--- config.mk ---
export PLATFORM = sky130hd
export DESIGN_NAME = sid_envelope_flat
export DESIGN_NICKNAME = d
export VERILOG_FILES = /design/src/rtl/sid_envelope_pkg.sv /design/src/rtl/sid_envelope_if.sv /design/src/rtl/sid_envelope_rate.sv /design/src/rtl/sid_envelope.sv /design/src/flat_wrapper.sv
export SDC_FILE = /design/constraint.sdc
export NUM_CORES = 1
export LEC_CHECK = 0
export ABC_AREA = 1
export CAP_MARGIN = 20
export CORE_UTILIZATION = 34
export DETAILED_ROUTE_END_ITERATION = 8
export MAX_ROUTING_LAYER = met4
export RECOVER_POWER = 50
export SLEW_MARGIN = 10
export SYNTH_ARGS = -nofsm -noshare
export SYNTH_HDL_FRONTEND = slang
export SYNTH_SLANG_ARGS = --single-unit
export TNS_END_PERCENT = 1
--- constraint.sdc ---
create_clock -name clk -period 13.7 [get_ports clk]
set_input_delay 2.055 -clock clk [delete_from_list [all_inputs] [get_ports clk]]
set_output_delay 2.055 -clock clk [all_outputs]
set_load 0.02 [all_outputs]
--- src/rtl/sid_envelope_pkg.sv ---
// Shared types and constants for the SID ADSR envelope generator:
// register slice layout, envelope states and the rate period table.
package sid_envelope_pkg;

  typedef logic [7:0]  reg8_t;
  typedef logic [14:0] reg15_t;
  typedef logic [4:0]  reg5_t;

  typedef enum logic [1:0] {
    ATTACK        = 2'd0,
    DECAY_SUSTAIN = 2'd1,
    RELEASE       = 2'd2
  } env_state_e;

  typedef struct packed {
    logic       gate;
    logic [3:0] attack;
    logic [3:0] decay;
    logic [3:0] sustain;
    logic [3:0] release_;
  } envelope_reg_t;

  // Ticks per rate step, indexed by the 4-bit attack/decay/release value.
  localparam reg15_t RATE_PERIOD [16] = '{
    15'd9,    15'd32,   15'd63,   15'd95,
    15'd149,  15'd220,  15'd267,  15'd313,
    15'd392,  15'd977,  15'd1954, 15'd3126,
    15'd3907, 15'd11720, 15'd19532, 15'd31251
  };

  // Piecewise-exponential decay: the exponential divider only changes
  // when the level lands exactly on one of these breakpoints.
  function automatic reg5_t exp_period_for(input reg8_t level, input reg5_t current);
    reg5_t result;
    result = current;
    case (level)
      8'hFF: result = 5'd1;
      8'h5D: result = 5'd2;
      8'h36: result = 5'd4;
      8'h1A: result = 5'd8;
      8'h0E: result = 5'd16;
      8'h06: result = 5'd30;
      8'h00: result = 5'd1;
      default: result = current;
    endcase
    return result;
  endfunction

endpackage

--- src/rtl/sid_envelope_if.sv ---
// Register slice, tick strobe and envelope readback of one SID voice's
// envelope generator, grouped for connection between core and generator.
interface sid_envelope_if;

  logic                                tick;
  sid_envelope_pkg::envelope_reg_t     regs;
  sid_envelope_pkg::reg8_t             env;
  sid_envelope_pkg::env_state_e        state;

  modport master (
    output tick,
    output regs,
    input  env,
    input  state
  );

  modport slave (
    input  tick,
    input  regs,
    output env,
    output state
  );

endinterface

--- src/rtl/sid_envelope_rate.sv ---
// Rate counter and period lookup producing one rate_step per period ticks.
// SID_ENV_ADSR_BUG_EN selects the original chip's equality-only compare.
module sid_envelope_rate
  import sid_envelope_pkg::*;
#(
  parameter int RATE_W = 15
) (
  input  logic       clk,
  input  logic       rst_n,
  input  logic       tick,
  input  logic [3:0] rate_idx,
  output logic       rate_step
);

  logic [RATE_W-1:0] rate_cnt_reg;
  logic [RATE_W-1:0] rate_cnt_next;
  logic [RATE_W-1:0] period_m1;
  logic              hit;

  always_comb begin
    period_m1 = RATE_W'(RATE_PERIOD[rate_idx]) - RATE_W'(1);
`ifdef SID_ENV_ADSR_BUG_EN
    // Lowering the period below the running count misses the compare and
    // the counter must wrap all the way around before the next step.
    hit = (rate_cnt_reg == period_m1);
`else
    hit = (rate_cnt_reg >= period_m1);
`endif
    rate_step     = tick & hit;
    rate_cnt_next = rate_cnt_reg;
    if (tick) begin
      rate_cnt_next = hit ? '0 : rate_cnt_reg + RATE_W'(1);
    end
  end

  always_ff @(posedge clk) begin
    if (!rst_n) begin
      rate_cnt_reg <= '0;
    end else begin
      rate_cnt_reg <= rate_cnt_next;
    end
  end

endmodule

--- src/rtl/sid_envelope.sv ---
// One voice's ADSR envelope generator: gate-driven state machine plus the
// exponential decay divider. SID_ENV_ADSR_BUG_EN alters the rate compare.
module sid_envelope
  import sid_envelope_pkg::*;
#(
  parameter int RATE_W = 15,
  parameter int EXP_W  = 5
) (
  input  logic           clk,
  input  logic           rst_n,
  sid_envelope_if.slave  bus
);

  env_state_e        state_reg, state_next;
  reg8_t             env_reg, env_next;
  logic [EXP_W-1:0]  exp_cnt_reg, exp_cnt_next, exp_cnt_inc;
  logic [EXP_W-1:0]  exp_period_reg, exp_period_next;
  logic              hold_zero_reg, hold_zero_next;
  logic              gate_q_reg, gate_q_next;
  logic [3:0]        rate_idx;
  logic              rate_step;
  logic              env_step;
  reg8_t             sustain_level;

  always_comb begin
    case (state_reg)
      ATTACK:        rate_idx = bus.regs.attack;
      DECAY_SUSTAIN: rate_idx = bus.regs.decay;
      default:       rate_idx = bus.regs.release_;
    endcase
  end

  sid_envelope_rate #(
    .RATE_W (RATE_W)
  ) u_rate (
    .clk       (clk),
    .rst_n     (rst_n),
    .tick      (bus.tick),
    .rate_idx  (rate_idx),
    .rate_step (rate_step)
  );

  assign sustain_level = {bus.regs.sustain, bus.regs.sustain};
  assign exp_cnt_inc   = exp_cnt_reg + EXP_W'(1);

  always_comb begin
    state_next      = state_reg;
    env_next        = env_reg;
    exp_cnt_next    = exp_cnt_reg;
    exp_period_next = exp_period_reg;
    hold_zero_next  = hold_zero_reg;
    gate_q_next     = gate_q_reg;
    env_step        = 1'b0;

    if (bus.tick) begin
      gate_q_next = bus.regs.gate;

      // The step uses the state held before any gate edge in this tick.
      if (rate_step) begin
        if (state_reg == ATTACK) begin
          exp_cnt_next = '0;
          if (env_reg != 8'hFF) begin
            env_next = env_reg + 8'd1;
          end
          if (env_reg >= 8'hFE) begin
            state_next = DECAY_SUSTAIN;
          end
        end else if (exp_cnt_inc == exp_period_reg) begin
          exp_cnt_next = '0;
          env_step     = 1'b1;
        end else begin
          exp_cnt_next = exp_cnt_inc;
        end
      end

      if (env_step && (env_reg != 8'h00)) begin
        if ((state_reg == DECAY_SUSTAIN) && (env_reg != sustain_level)) begin
          env_next = env_reg - 8'd1;
        end else if ((state_reg == RELEASE) && !hold_zero_reg) begin
          env_next = env_reg - 8'd1;
        end
      end

      if (env_next != env_reg) begin
        exp_period_next = EXP_W'(exp_period_for(env_next, 5'(exp_period_reg)));
        if (env_next == 8'h00) begin
          hold_zero_next = 1'b1;
        end
      end

      if (bus.regs.gate && !gate_q_reg) begin
        state_next     = ATTACK;
        hold_zero_next = 1'b0;
      end else if (!bus.regs.gate && gate_q_reg) begin
        state_next = RELEASE;
      end
    end
  end

  always_ff @(posedge clk) begin
    if (!rst_n) begin
      state_reg      <= RELEASE;
      env_reg        <= '0;
      exp_cnt_reg    <= '0;
      exp_period_reg <= EXP_W'(1);
      hold_zero_reg  <= 1'b1;
      gate_q_reg     <= 1'b0;
    end else begin
      state_reg      <= state_next;
      env_reg        <= env_next;
      exp_cnt_reg    <= exp_cnt_next;
      exp_period_reg <= exp_period_next;
      hold_zero_reg  <= hold_zero_next;
      gate_q_reg     <= gate_q_next;
    end
  end

  assign bus.env   = env_reg;
  assign bus.state = state_reg;

endmodule

--- src/flat_wrapper.sv ---
// flat-port wrapper written by rule: the top's interface ports become plain ports
module sid_envelope_flat import sid_envelope_pkg::*;
#(
  parameter int RATE_W = 15,
  parameter int EXP_W  = 5
)
  (clk, rst_n, bus_tick, bus_regs, bus_env, bus_state);
  sid_envelope_if bus_i ();
  input  logic clk;
  input  logic rst_n;
  input wire logic [$bits(bus_i.tick)-1:0] bus_tick;
  input wire logic [$bits(bus_i.regs)-1:0] bus_regs;
  output wire logic [$bits(bus_i.env)-1:0] bus_env;
  output wire logic [$bits(bus_i.state)-1:0] bus_state;
  assign bus_i.tick = bus_tick;
  assign bus_i.regs = bus_regs;
  assign bus_env = bus_i.env;
  assign bus_state = bus_i.state;
  sid_envelope #(.RATE_W(RATE_W), .EXP_W(EXP_W)) u_core (.clk(clk), .rst_n(rst_n), .bus(bus_i));
endmodule
* Yosys cells after proc, flatten, opt, wreduce, memory -nomap -nowiden
Memory sizes are Yosys's and may differ from the RTL's. Index checks and enable logic that the tools add are counted.
Word-level totals: memory bits (read-only) 240, flip-flop bits (word level) 37, output and inout bits 10, memories kept 1
Memory list:
- (no name shown) | depth 16, width 15, rd ports 1, clocked after memory_dff 0, write ports 0, RTL line sid_envelope_rate.sv:21 | period_m1 = RATE_W'(RATE_PERIOD[rate_idx]) - RATE_W'(1);
Operators by class: order comparisons 3, multiplexer cells 26, bitwise operators 2, add/subtract/negate cells 5, reductions and logical operators 22, eq/ne operators 12
Operator list (number):
- 8-bit two-way mux | 7
- 15-bit two-way mux | 3
- 5-bit one-hot mux with 6 select lines | 1
- 8-bit inequality test | 2
- 15-bit by 1-bit adder with 15-bit output (second input constant) | 1
- 15-bit >= comparator | 1
- 15-bit by 1-bit subtractor with 15-bit output (second input constant) | 1
- 2-bit two-way mux | 5
- 5-bit two-way mux | 2
- 3-bit nonzero test | 3
- 8-bit by 1-bit adder with 8-bit output (second input constant) | 1
- 8-bit by 3-bit equality test with 1-bit output (second input constant) | 1
- 8-bit by 4-bit equality test with 1-bit output (second input constant) | 1
- 8-bit by 5-bit equality test with 1-bit output (second input constant) | 1
- 8-bit by 6-bit equality test with 1-bit output (second input constant) | 1
- 8-bit by 7-bit equality test with 1-bit output (second input constant) | 1
- 8-bit equality test (second input constant) | 1
- 8-bit >= comparator (second input constant) | 1
- 8-bit logical NOT | 1
- 8-bit inequality test (second input constant) | 1
- 4-bit one-hot mux with 2 select lines | 1
- 8-bit nonzero test | 1
- 8-bit by 1-bit subtractor with 8-bit output (second input constant) | 1
- 1-bit two-way mux | 7
- other kinds (16) | 24

* Longest topological paths before layout
Gate-level depths: netlist of run 1.
depth in word-level cells 18, gate-level depth with buffers 45

* Hierarchy
From an unflattened synthesis of run 1, not the netlist that was laid out.
Unflattened totals: cell total of the unflattened synthesis 681, area total of the unflattened synthesis 4175.3 µm²
Modules (own cells, without submodules):
- sid_envelope | times used 1, cells an instance 391, area each 2318.5 µm²
- sid_envelope_rate | times used 1, cells an instance 290, area each 1856.8 µm²

* Least setup slack after synthesis of run 1
OpenSTA, ideal clock, no wires.
kind in2reg, start point in bus_regs[12], end point reg u_core.exp_period_reg[1], buffers on the path 1, setup slack 7281 ps, stages on the path 41, data required time 13587 ps, data arrival time 6306 ps, cells stage by stage a22o_1 > a21oi_1 > inv_1 > ha_1 > inv_1 > nand2_1 > inv_1 > nor2_1 > o21ai_0 > o21ai_0 > nand2_1 > nor2_1 > nand4_1 > nor3_2 > nand2_1 > inv_1 > a31oi_1 > ha_1 > [5 not listed] > nand3_2 > nand2_4 > buf_6 > nand2_1 > nand2_1 > nand2_1 > nand2_2 > inv_1 > nand2_1 > nor2_2 > nand2_1 > nand2_2 > nor2_2 > nand2_4 > nand2_4 > nand2_1 > nand2_1 > nor2_1
Between the ends: word-level cells in the longest chain between the ends 17, elaborated cells on any way between the ends 28, those cells by class add/sub: 1; order compare: 1; eq/ne: 7; mux: 11; bitwise: 2; reduce/logical: 5; memory: 1
RTL lines:
- from (decl) | RTL line flat_wrapper.sv:12 | input wire logic [$bits(bus_i.regs)-1:0] bus_regs;
- 4-bit one-hot mux with 2 select lines * | RTL line sid_envelope.sv:26 | case (state_reg)
- 4-bit inverter with 5-bit output (not written as such) * | RTL line sid_envelope_rate.sv:21
- memory read 16 x 15 bit *
- 15-bit two-way mux (not written as such) * (2 in series) | RTL line sid_envelope_rate.sv:21
- 15-bit by 1-bit subtractor with 15-bit output * | RTL line sid_envelope_rate.sv:21
- 15-bit >= comparator * | RTL line sid_envelope_rate.sv:27 | hit = (rate_cnt_reg >= period_m1);
- 1-bit AND * | RTL line sid_envelope_rate.sv:29 | rate_step = tick & hit;
- 8-bit two-way mux / 1-bit two-way mux (equally long branches) | RTL line sid_envelope.sv:59 | if (rate_step) begin
- 8-bit two-way mux / 1-bit two-way mux (equally long branches) | RTL line sid_envelope.sv:79, sid_envelope.sv:55
- 8-bit two-way mux / 1-bit logical AND (equally long branches) | RTL line sid_envelope.sv:77, sid_envelope.sv:76
- 8-bit two-way mux * | RTL line sid_envelope.sv:76 | if (env_step && (env_reg != 8'h00)) begin
- 8-bit two-way mux * | RTL line sid_envelope.sv:55 | if (bus.tick) begin
- 8-bit equality test / 8-bit logical NOT (equally long branches) | RTL line sid_envelope_pkg.sv:36 | case (level)
- 2-bit OR reduction (no line)
- 6-bit nonzero test (no line)
- 3-bit AND reduction (no line)
- to (signal assigned) | RTL line sid_envelope.sv:112 | exp_period_reg <= exp_period_next;
- to (decl) | RTL line sid_envelope.sv:17 | logic [EXP_W-1:0] exp_period_reg, exp_period_next;
Every way passes the cells marked *; elsewhere a longest branch is shown, timed or not. The select of a mux whose other input is x is not followed. A chain may end at the register's enable or synchronous reset.

* Worst setup path in the final report of run 1
Same ends and word-level chain as after synthesis.

==> metrics.txt, run 1 <==
status finished, final reports clean; slowest cell delay on critical path 0.53 ns; most common cell after layout, fill and taps aside nand2_1; Total GRT Usage between 10% and 20%; DRC Markers 0; H-Tree Depth 2; Crit path top cell by count nand2_1; fillers 1,105; Final Hold Slack between 0.4 and 0.5 ns; Die Width 107 um; Synth Area per Inst ~6 um2; worst slack at placement between 6 and 7 ns; RD Place Congestion about 0.87; R2R setup slack 7.13 ns; Die Area around 11,000 um2; Post-Synth Simple-Gate Area between 40 and 50%; pin count of the biggest net entering global routing 20; Layout Cells excl Fill just under 800; area share of the largest cell type after synthesis 19.8%; Layout area overhead 11.5%; Post-Syn Instances approximately 610; share of layout cells above drive strength 1 5.97%; Overflow after GRT 0; Core ar. approximately 11,000 um2; sw power around 0.000099 W; clock latency on the worst-skew pair around 0.29 ns; cell area after placement roughly 4100 um2; ys flop type dfxtp_1; Wirelength per Cell around 12 um; Initial Util between 30 and 40%; Yosys warnings 0; CTS sink count 37; Max Cap Violations 0; global-route wire length before repair 15,900 um; CTS Buf Count 5; slowest CP cell dlygate4sd3_1; FF-to-FF Start u_core.bus.state[1]$_SDFFE_PN1P_; crit path launch type input port; Fin Setup TNS 0 ns; switch share about 36%; final wirelength around 9200 um; max reg flops 15; largest fanout on the critical path 15; mux contribution to synthesized area 0%; unrepaired setup endpoints after global routing false; reg2reg end u_core.exp_period_reg[1]$_SDFFE_PN0P_; worst min path class reg -> reg; setup repair bufs after CTS 0; Max Fclk approximately 120 MHz; Async S/R FF share, synth 0%; io pins 30; critical path arrival about 8.4 ns; Std-Cell Rows 37; Synth area leader dfxtp_1; Mapped Area ~3700 um2; vias in the first global route around 3,500; leading post-synthesis cells by cell area dfxtp_1, nand2_1, ha_1, inv_1, nor2_1; dpl cells 764; Reg2Reg Depth 40; most frequent cells in the layout nand2_1, inv_1, nor2_1; register area share after synthesis ~20%; count of cell types in the netlist 43; Clock power frac between 20% and 30%; clk buf depth 2; hold endpoint u_core.exp_period_reg[0]$_SDFFE_PN1P_; Pre-Repair DR Iteration Count 5; CTS Hold Buffers Added 0; syn nets 666; sequential fraction of design power between 40% and 50%; Req. time, crit path ~14 ns; Finished Cell Area 4180 um2; post-CTS resize count 0; Antenna Cells 0; post-DP HPWL 7330 um; Worst-Margin Slew between 0.8 and 0.9 ns; DR vias/cell about 4.8; Synth Area in Adders between 10 and 15%; DRT iter0 DRCs 127; Internal Power 0.000178 W; CTS root buf clkbuf_8; hold_sp u_core.exp_period_reg[0]$_SDFFE_PN1P_; Max Slew Vio Count 0; Die Ht 107 um; number of flops mapped to enable cells by yosys 0; PortBufs 29; hold path cells 2; Relative slew margins ~46%; clock skew 0.00342 ns; Critical Path End Type flip-flop; post-route ant nets 0; Final Critical Period just over 8 ns; Final #Nets about 690; post-synthesis compound-gate area fraction 10.2%; setup violators final 0; Hold Fails Final Rpt 0; Worst-path clk slew roughly 0.080 ns; pwr dens about 66 nW/um2; VDD IR max between 0.03 and 0.04 mV; LEAKAGE between 2 and 2.5 nW; Yosys reg bits 37; largest family of logic cells by synthesized area simple AND/OR/NAND/NOR gates; vias 3,711; Comb pwr share around a third; WS Path Type in -> reg; initial antenna violation count 0; TritonCTS clock tree done; worst setup margin 5.55 ns; Synth Area in XOR/XNOR 6.77%; ratio of final minimum period to clock period approximately 59%
[worst max-delay path by stage]
| stage | slack (ns) | endpoint | from | cells past startpoint |
|---|---|---|---|---|
| floorplan | 7.28 | u_core.exp_period_reg[1]$_SDFFE_PN0P_ | bus_regs[12] | 41 |
| global placement | 6.34 | u_core.exp_period_reg[1]$_SDFFE_PN0P_ | bus_regs[12] | 40 |
| detailed placement | 6.13 | u_core.exp_period_reg[1]$_SDFFE_PN0P_ | bus_regs[12] | 40 |
| CTS | 6.42 | u_core.exp_period_reg[1]$_SDFFE_PN0P_ | bus_regs[12] | 40 |
| global route | 4.70 | u_core.exp_period_reg[3]$_SDFFE_PN0P_ | bus_regs[12] | 39 |
| finish | 5.55 | u_core.exp_period_reg[1]$_SDFFE_PN0P_ | bus_regs[12] | 40 |
[critical path, delay by kind of cell]
kind                     cells  cell delay (ns)
AND/OR/NAND/NOR             26             3.55
AO/OA/AOI/OAI                5             1.01
adder cells (fa/ha/maj)      2             0.65
buffers and inverters        7             1.06
[routing by layer]
layer	vias up	share of wire, %	track usage [%]
li1	1980	-	-
met4	0	1.6	4.79
met2	61	47	30.6
met1	1657	48	21.4
met3	13	3.0	2.49
met5	-	0	-
[power groups by stage]
stage | registers [W] | logic (W) | clock network [W]
final | 0.000111 | 0.0000895 | 0.0000768
after global routing | 0.000111 | 0.000103 | 0.0000838
after CTS | 0.000111 | 0.0000906 | 0.0000795
after detailed placement | 0.000113 | 0.0000901 | 0
after global placement | 0.000113 | 0.0000890 | 0
after floorplan | 0.000113 | 0.0000669 | 0
[synthesized netlist by cell type, types with 2 or more instances]
cell	count
nand4_1	7
nor3b_1	2
nor3_1	9
nand2_1	173
o21a_1	2
ha_1	34
xor2_1	24
o22a_1	2
nor3_2	2
nand2_4	4
a21oi_1	23
nor2_1	78
inv_2	4
nor2_2	7
dfxtp_1	37
inv_1	82
o21ai_0	22
nor2_4	3
nand2_2	13
buf_2	5
nand3b_1	4
nand3_2	3
clkbuf_1	6
o21ai_1	2
o32ai_1	2
nand3_1	40
xnor2_1	5
a31oi_1	2
[area by class of cell]
type / count / area, um2 / share of cell area, %
clock buffers: 6 / 72.6 / 1.74
repair buffers: 30 / 298 / 7.12
multi-input cells: 475 / 2570 / 61.4
flip-flops and latches: 37 / 741 / 17.7
inverters: 86 / 323 / 7.72
clock inverters: 2 / 10.0 / 0.239
well taps: 136 / 170 / 4.07
[stage by stage]
stage | power [W] | util (%)
after global placement | 0.000202 | 39.5
after CTS | 0.000281 | 40.2
after global routing | 0.000298 | 39.8
after floorplan | 0.000180 | -
after detailed placement | 0.000203 | 39.5
final | 0.000277 | 39.8
[logic make-up after synthesis]
family          count (synthesis)
flops                          37
xor+xnor                       29
simple gates                  347
fa+ha+maj                      34
buf+inv                       100
compound gates                 65
No activity file was read; power rests on OpenSTA's default activity.
==> run 2: changes to the inputs <==
- clock period: 13.7 -> 8.1 ns (I/O delays scaled with it)
==> metrics.txt, run 2 (synthesis gave the netlist of run 1 again) <==
pwr dens 126 nW/um2 (+89%); Crit path top cell by count nand2_1; setup repair bufs after CTS 0 (unchanged); LEAKAGE 2.12 nW (+1.2%); clock skew 0.00947 ns (+0.00606 ns); post-CTS resize count 0 (unchanged); Die Area 11,500 um2 (unchanged); Relative slew margins 45.4% (-0.91 points); initial antenna violation count 0 (unchanged); slowest cell delay on critical path 0.45 ns (-0.08 ns); cell area after placement 4150 um2 (unchanged); Die Ht 107 um (unchanged); Initial Util 35.7% (unchanged); worst min path class reg -> reg; Die Width 107 um (unchanged); H-Tree Depth 2 (unchanged); CTS root buf clkbuf_8; fillers 1,101 (-0.36%); most frequent cells in the layout nand2_1, inv_1, nor2_1; Finished Cell Area 4250 um2 (+1.6%); Final #Nets 689 (unchanged); clk buf depth 2 (unchanged); critical path arrival 7.08 ns (-1.27 ns); setup violators final 0 (unchanged); Core ar. 10,500 um2 (unchanged); clock latency on the worst-skew pair 0.30 ns (about the same); VDD IR max 0.0744 mV (+110%); Pre-Repair DR Iteration Count 4 (-1); fin util 40.4% (+0.65 points); CTS sink count 37 (unchanged); crit path launch type input port; largest fanout on the critical path 15 (unchanged); unrepaired setup endpoints after global routing false; Worst-path clk slew 0.07 ns (about the same); Critical Path End Type flip-flop; final wirelength 9350 um (+1.3%); Max Cap Violations 0 (unchanged); Worst-Margin Slew 0.815 ns (+0.0136 ns); Hold Fails Final Rpt 0 (unchanged); post-DP HPWL 7430 um (+1.4%); Max Fclk between 100 and 150 MHz; WS Path Type in -> reg; TritonCTS clock tree done; Max Slew Vio Count 0 (unchanged); Wirelength per Cell 12.1 um (+1.3%); Layout area overhead 13.3%; status finished, final reports clean; vias in the first global route 3,538 (+1.0%); worst setup margin 1.21 ns (-4.33 ns); Fin Setup TNS 0 ns (unchanged); share of layout cells above drive strength 1 6.76% (+0.79 points); Total GRT Usage 17.4% (-0.27 points); worst slack at placement 1.38 ns (-4.76 ns); most common cell after layout, fill and taps aside nand2_1; post-route ant nets 0 (unchanged); max reg flops 15 (unchanged); slowest CP cell a21oi_1; Overflow after GRT 0 (unchanged); CTS Buf Count 5 (unchanged); Antenna Cells 0 (unchanged); ratio of final minimum period to clock period 85.0%; Std-Cell Rows 37 (unchanged); CTS Hold Buffers Added 0 (unchanged); Req. time, crit path 8.29 ns (-5.61 ns); vias 3,722 (+0.30%); DR vias/cell 4.82 (+0.30%); global-route wire length before repair 15,800 um (-0.82%); RD Place Congestion 0.867 (about the same); DRT iter0 DRCs 164 (+29%); io pins 30 (unchanged); Final Critical Period 6.89 ns; pin count of the biggest net entering global routing 20 (unchanged); DRC Markers 0 (unchanged); PortBufs 29 (unchanged)
==> run 2: cell types whose count changed in the layout (fill, tap and decap cells not counted), sizes merged <==
| cell | change |
|---|---|
| clkdlybuf4s50 | +1 |
| bufinv | +2 |
| clkinv | -1 |
| clkbuf | -1 |
| dlygate4sd3 | -1 |
==> run 2: path summary, 6_finish.rpt <==
| path | start | to | slack (ns) | depth (start not counted) |
|---|---|---|---|---|
| setup reg to reg | u_core.bus.state[1]$_SDFFE_PN1P_ | u_core.exp_period_reg[1]$_SDFFE_PN0P_ | 1.80 | 40 |
| hold reg to reg | u_core.exp_period_reg[0]$_SDFFE_PN1P_ | u_core.exp_period_reg[0]$_SDFFE_PN1P_ | 0.48 | 2 |
| setup / recovery | bus_regs[12] | u_core.exp_period_reg[1]$_SDFFE_PN0P_ | 1.21 | 40 |
| hold / removal | u_core.exp_period_reg[0]$_SDFFE_PN1P_ | u_core.exp_period_reg[0]$_SDFFE_PN1P_ | 0.48 | 2 |
==> run 2: area by class of cell <==
type	instances	area [um2]	area share, %
clock inverters	3	65.1	1.53
flip-flops and latches	37	741	17.4
well taps	136	170	4.00
multi-input cells	475	2580	60.8
inverters	86	323	7.59
repair buffers	30	298	7.01
clock buffers	5	68.8	1.62
==> run 2: critical path: cells and delay by family <==
family	cells	cell delay, ns
AND/OR/NAND/NOR	26	3.23
AO/OA/AOI/OAI	5	0.99
buffers and inverters	7	0.96
adder cells (fa/ha/maj)	2	0.65
==> run 2: stage by stage <==
stage / hold slack, ns / total power (W) / instances
2_1_floorplan: 0.439 / 0.000305 / 612
4_1_cts: 0.479 / 0.000540 / 772
3_5_place_dp: 0.468 / 0.000344 / 764
5_1_grt: 0.499 / 0.000570 / 772
3_3_place_gp: 0.467 / 0.000342 / 764
6_report: 0.478 / 0.000534 / 772
==> run 2: report_power, final <==
group | internal [W] | switching [W]
clock | 0.000122 | 0.0000718
combinational | 0.0000571 | 0.0000948
sequential | 0.000184 | 0.00000332
==> run 2: per-layer routing <==
metal | vias to the layer above | share of wire, % | track usage [%]
met5 | - | 0 | -
met4 | 0 | 0.95 | 4.01
met3 | 9 | 2.7 | 3.04
met2 | 50 | 48 | 30.6
met1 | 1681 | 48 | 20.5
li1 | 1982 | - | -
==> run 3: changes to the inputs <==
- CORE_ASPECT_RATIO: unset -> 0.5
- CORE_UTILIZATION: 34 -> 49
- PLACE_DENSITY: unset -> 0.69
==> metrics.txt, run 3 (synthesis gave the netlist of run 1 again) <==
FF-to-FF Start u_core.bus.state[1]$_SDFFE_PN1P_; Pre-Repair DR Iteration Count 5 (+1); hold endpoint u_core.exp_period_reg[0]$_SDFFE_PN1P_; WS Path Type in -> reg; vias 3,672 (-1.3%); final wirelength 8910 um (-4.7%); Req. time, crit path 8.28 ns (about the same); worst min path class reg -> reg; clock skew 0.00576 ns (-0.00372 ns); Layout area overhead 13.3% (about the same); Max Slew Vio Count 0 (unchanged); post-CTS resize count 0 (unchanged); DRC Markers 0 (unchanged); Finished Cell Area 4250 um2 (about the same); H-Tree Depth 2 (unchanged); largest fanout on the critical path 15 (unchanged); max reg flops 15 (unchanged); Std-Cell Rows 22 (-41%); Critical Path End Type flip-flop; Relative slew margins 44.1% (-1.3 points); DRT iter0 DRCs 208 (+27%); cell area after placement 4090 um2 (-1.4%); TritonCTS clock tree done; unrepaired setup endpoints after global routing false; critical path arrival 7.03 ns (-0.05 ns); Overflow after GRT 0 (unchanged); Die Ht 63.9 um (-40%); global-route wire length before repair 15,500 um (-1.9%); Total GRT Usage 24.3% (+6.9 points); fillers 764 (-31%); Reg2Reg Depth 40 (unchanged); fin util 57.6% (+17 points); Fin Setup TNS 0 ns (unchanged); Wirelength per Cell 12.2 um (+0.67%); clk buf depth 2 (unchanged); Crit path top cell by count nand2_1; Max Cap Violations 0 (unchanged); vias in the first global route 3,416 (-3.4%); post-route ant nets 0 (unchanged); DR vias/cell 5.02 (+4.2%); Die Area 8030 um2 (-30%); Final #Nets 688 (-0.15%); VDD IR max 0.0855 mV (+15%); setup repair bufs after CTS 0 (unchanged); CTS Buf Count 5 (unchanged); Die Width 126 um (+17%); share of layout cells above drive strength 1 6.46% (-0.30 points); Hold Fails Final Rpt 0 (unchanged); pwr dens 140 nW/um2 (+11%); Reg area 741 um2 (unchanged); PortBufs 29 (unchanged); Worst-Margin Slew 0.835 ns (+0.0200 ns); status finished, final reports clean; slowest CP cell dlygate4sd3_1; Initial Util 50.8% (+15 points); most frequent cells in the layout nand2_1, inv_1, nor2_1; CTS Hold Buffers Added 0 (unchanged); slowest cell delay on critical path 0.53 ns (+0.08 ns); CTS sink count 37 (unchanged); Antenna Cells 0 (unchanged); RD Place Congestion 0.875 (+0.99%); area of the multi-input gates 2580 um2 (unchanged); hold path cells 2 (unchanged); ratio of final minimum period to clock period 84.6% (-0.38 points); crit path launch type input port; post-DP HPWL 6970 um (-6.2%); io pins 30 (unchanged); pin count of the biggest net entering global routing 20 (unchanged); reg2reg end u_core.exp_period_reg[3]$_SDFFE_PN0P_; most common cell after layout, fill and taps aside nand2_1; setup violators final 0 (unchanged); Core ar. 7380 um2 (-30%); Final Critical Period 6.85 ns (-0.0309 ns); hold_sp u_core.exp_period_reg[0]$_SDFFE_PN1P_; Worst-path clk slew 0.05 ns (-0.02 ns); clock latency on the worst-skew pair 0.29 ns (about the same); R2R setup slack 1.97 ns (+0.17 ns); Max Fclk 146 MHz (+0.45%); CTS root buf clkbuf_16; LEAKAGE 2.15 nW (+1.4%); initial antenna violation count 0 (unchanged)
## run 3: cell count changes in the layout (fill, tap and decap cells not counted), sizes merged
cell and delta:
clkdlybuf4s50 -1, dlygate4sd3 +1, buf -1
## run 3: through the flow
step / worst slack (ns) / std cells / hold slack [ns] / power [W]
global route: 0.493 / 731 / 0.503 / 0.000630
CTS: 1.66 / 731 / 0.486 / 0.000599
detailed placement: 1.37 / 723 / 0.478 / 0.000343
global placement: 1.53 / 723 / 0.469 / 0.000342
finish: 1.25 / 731 / 0.477 / 0.000594
floorplan: 2.52 / 612 / 0.439 / 0.000305
## run 3: critical path: cells and delay by family
kind	cells	cell delay [ns]
and+or+nand+nor	28	3.26
buffers and inverters	6	1.03
adders and majority gates	2	0.61
AOI/OAI and AO/OA	4	0.91
## run 3: worst max-delay path by stage
stage	from	to	slack, ns
CTS	bus_regs[12]	u_core.exp_period_reg[3]$_SDFFE_PN0P_	1.66
global route	bus_regs[12]	u_core.exp_period_reg[1]$_SDFFE_PN0P_	0.49
global placement	bus_regs[12]	u_core.exp_period_reg[3]$_SDFFE_PN0P_	1.53
finish	bus_regs[12]	u_core.exp_period_reg[3]$_SDFFE_PN0P_	1.25
floorplan	bus_regs[12]	u_core.exp_period_reg[1]$_SDFFE_PN0P_	2.52
detailed placement	bus_regs[12]	u_core.exp_period_reg[3]$_SDFFE_PN0P_	1.37
## run 3: routing by layer
| metal | wire length, um | part of all wire, % | track usage (%) | vias up |
|---|---|---|---|---|
| li1 | - | - | - | 1971 |
| met1 | 4650 | 52 | 32.3 | 1639 |
| met2 | 3900 | 44 | 39.8 | 55 |
| met3 | 320 | 3.6 | 4.02 | 7 |
| met4 | 43 | 0.48 | 3.20 | 0 |
| met5 | 0 | 0 | - | - |
## run 3: area by class of cell
cell class / instances / area share (%)
Clock buffer: 5 / 2.94
Clock inverter: 3 / 1.53
Inverter: 86 / 7.60
Multi-Input combinational cell: 475 / 60.8
Sequential cell: 37 / 17.4
Tap cell: 96 / 2.83
Timing Repair Buffer: 29 / 6.83
## run 3: report_power, final
| group | internal, W | switching [W] | leakage [nW] |
|---|---|---|---|
| registers | 0.000185 | 0.00000327 | 0.299 |
| logic | 0.0000570 | 0.0000943 | 1.76 |
| clock network | 0.000176 | 0.0000786 | 0.0938 |
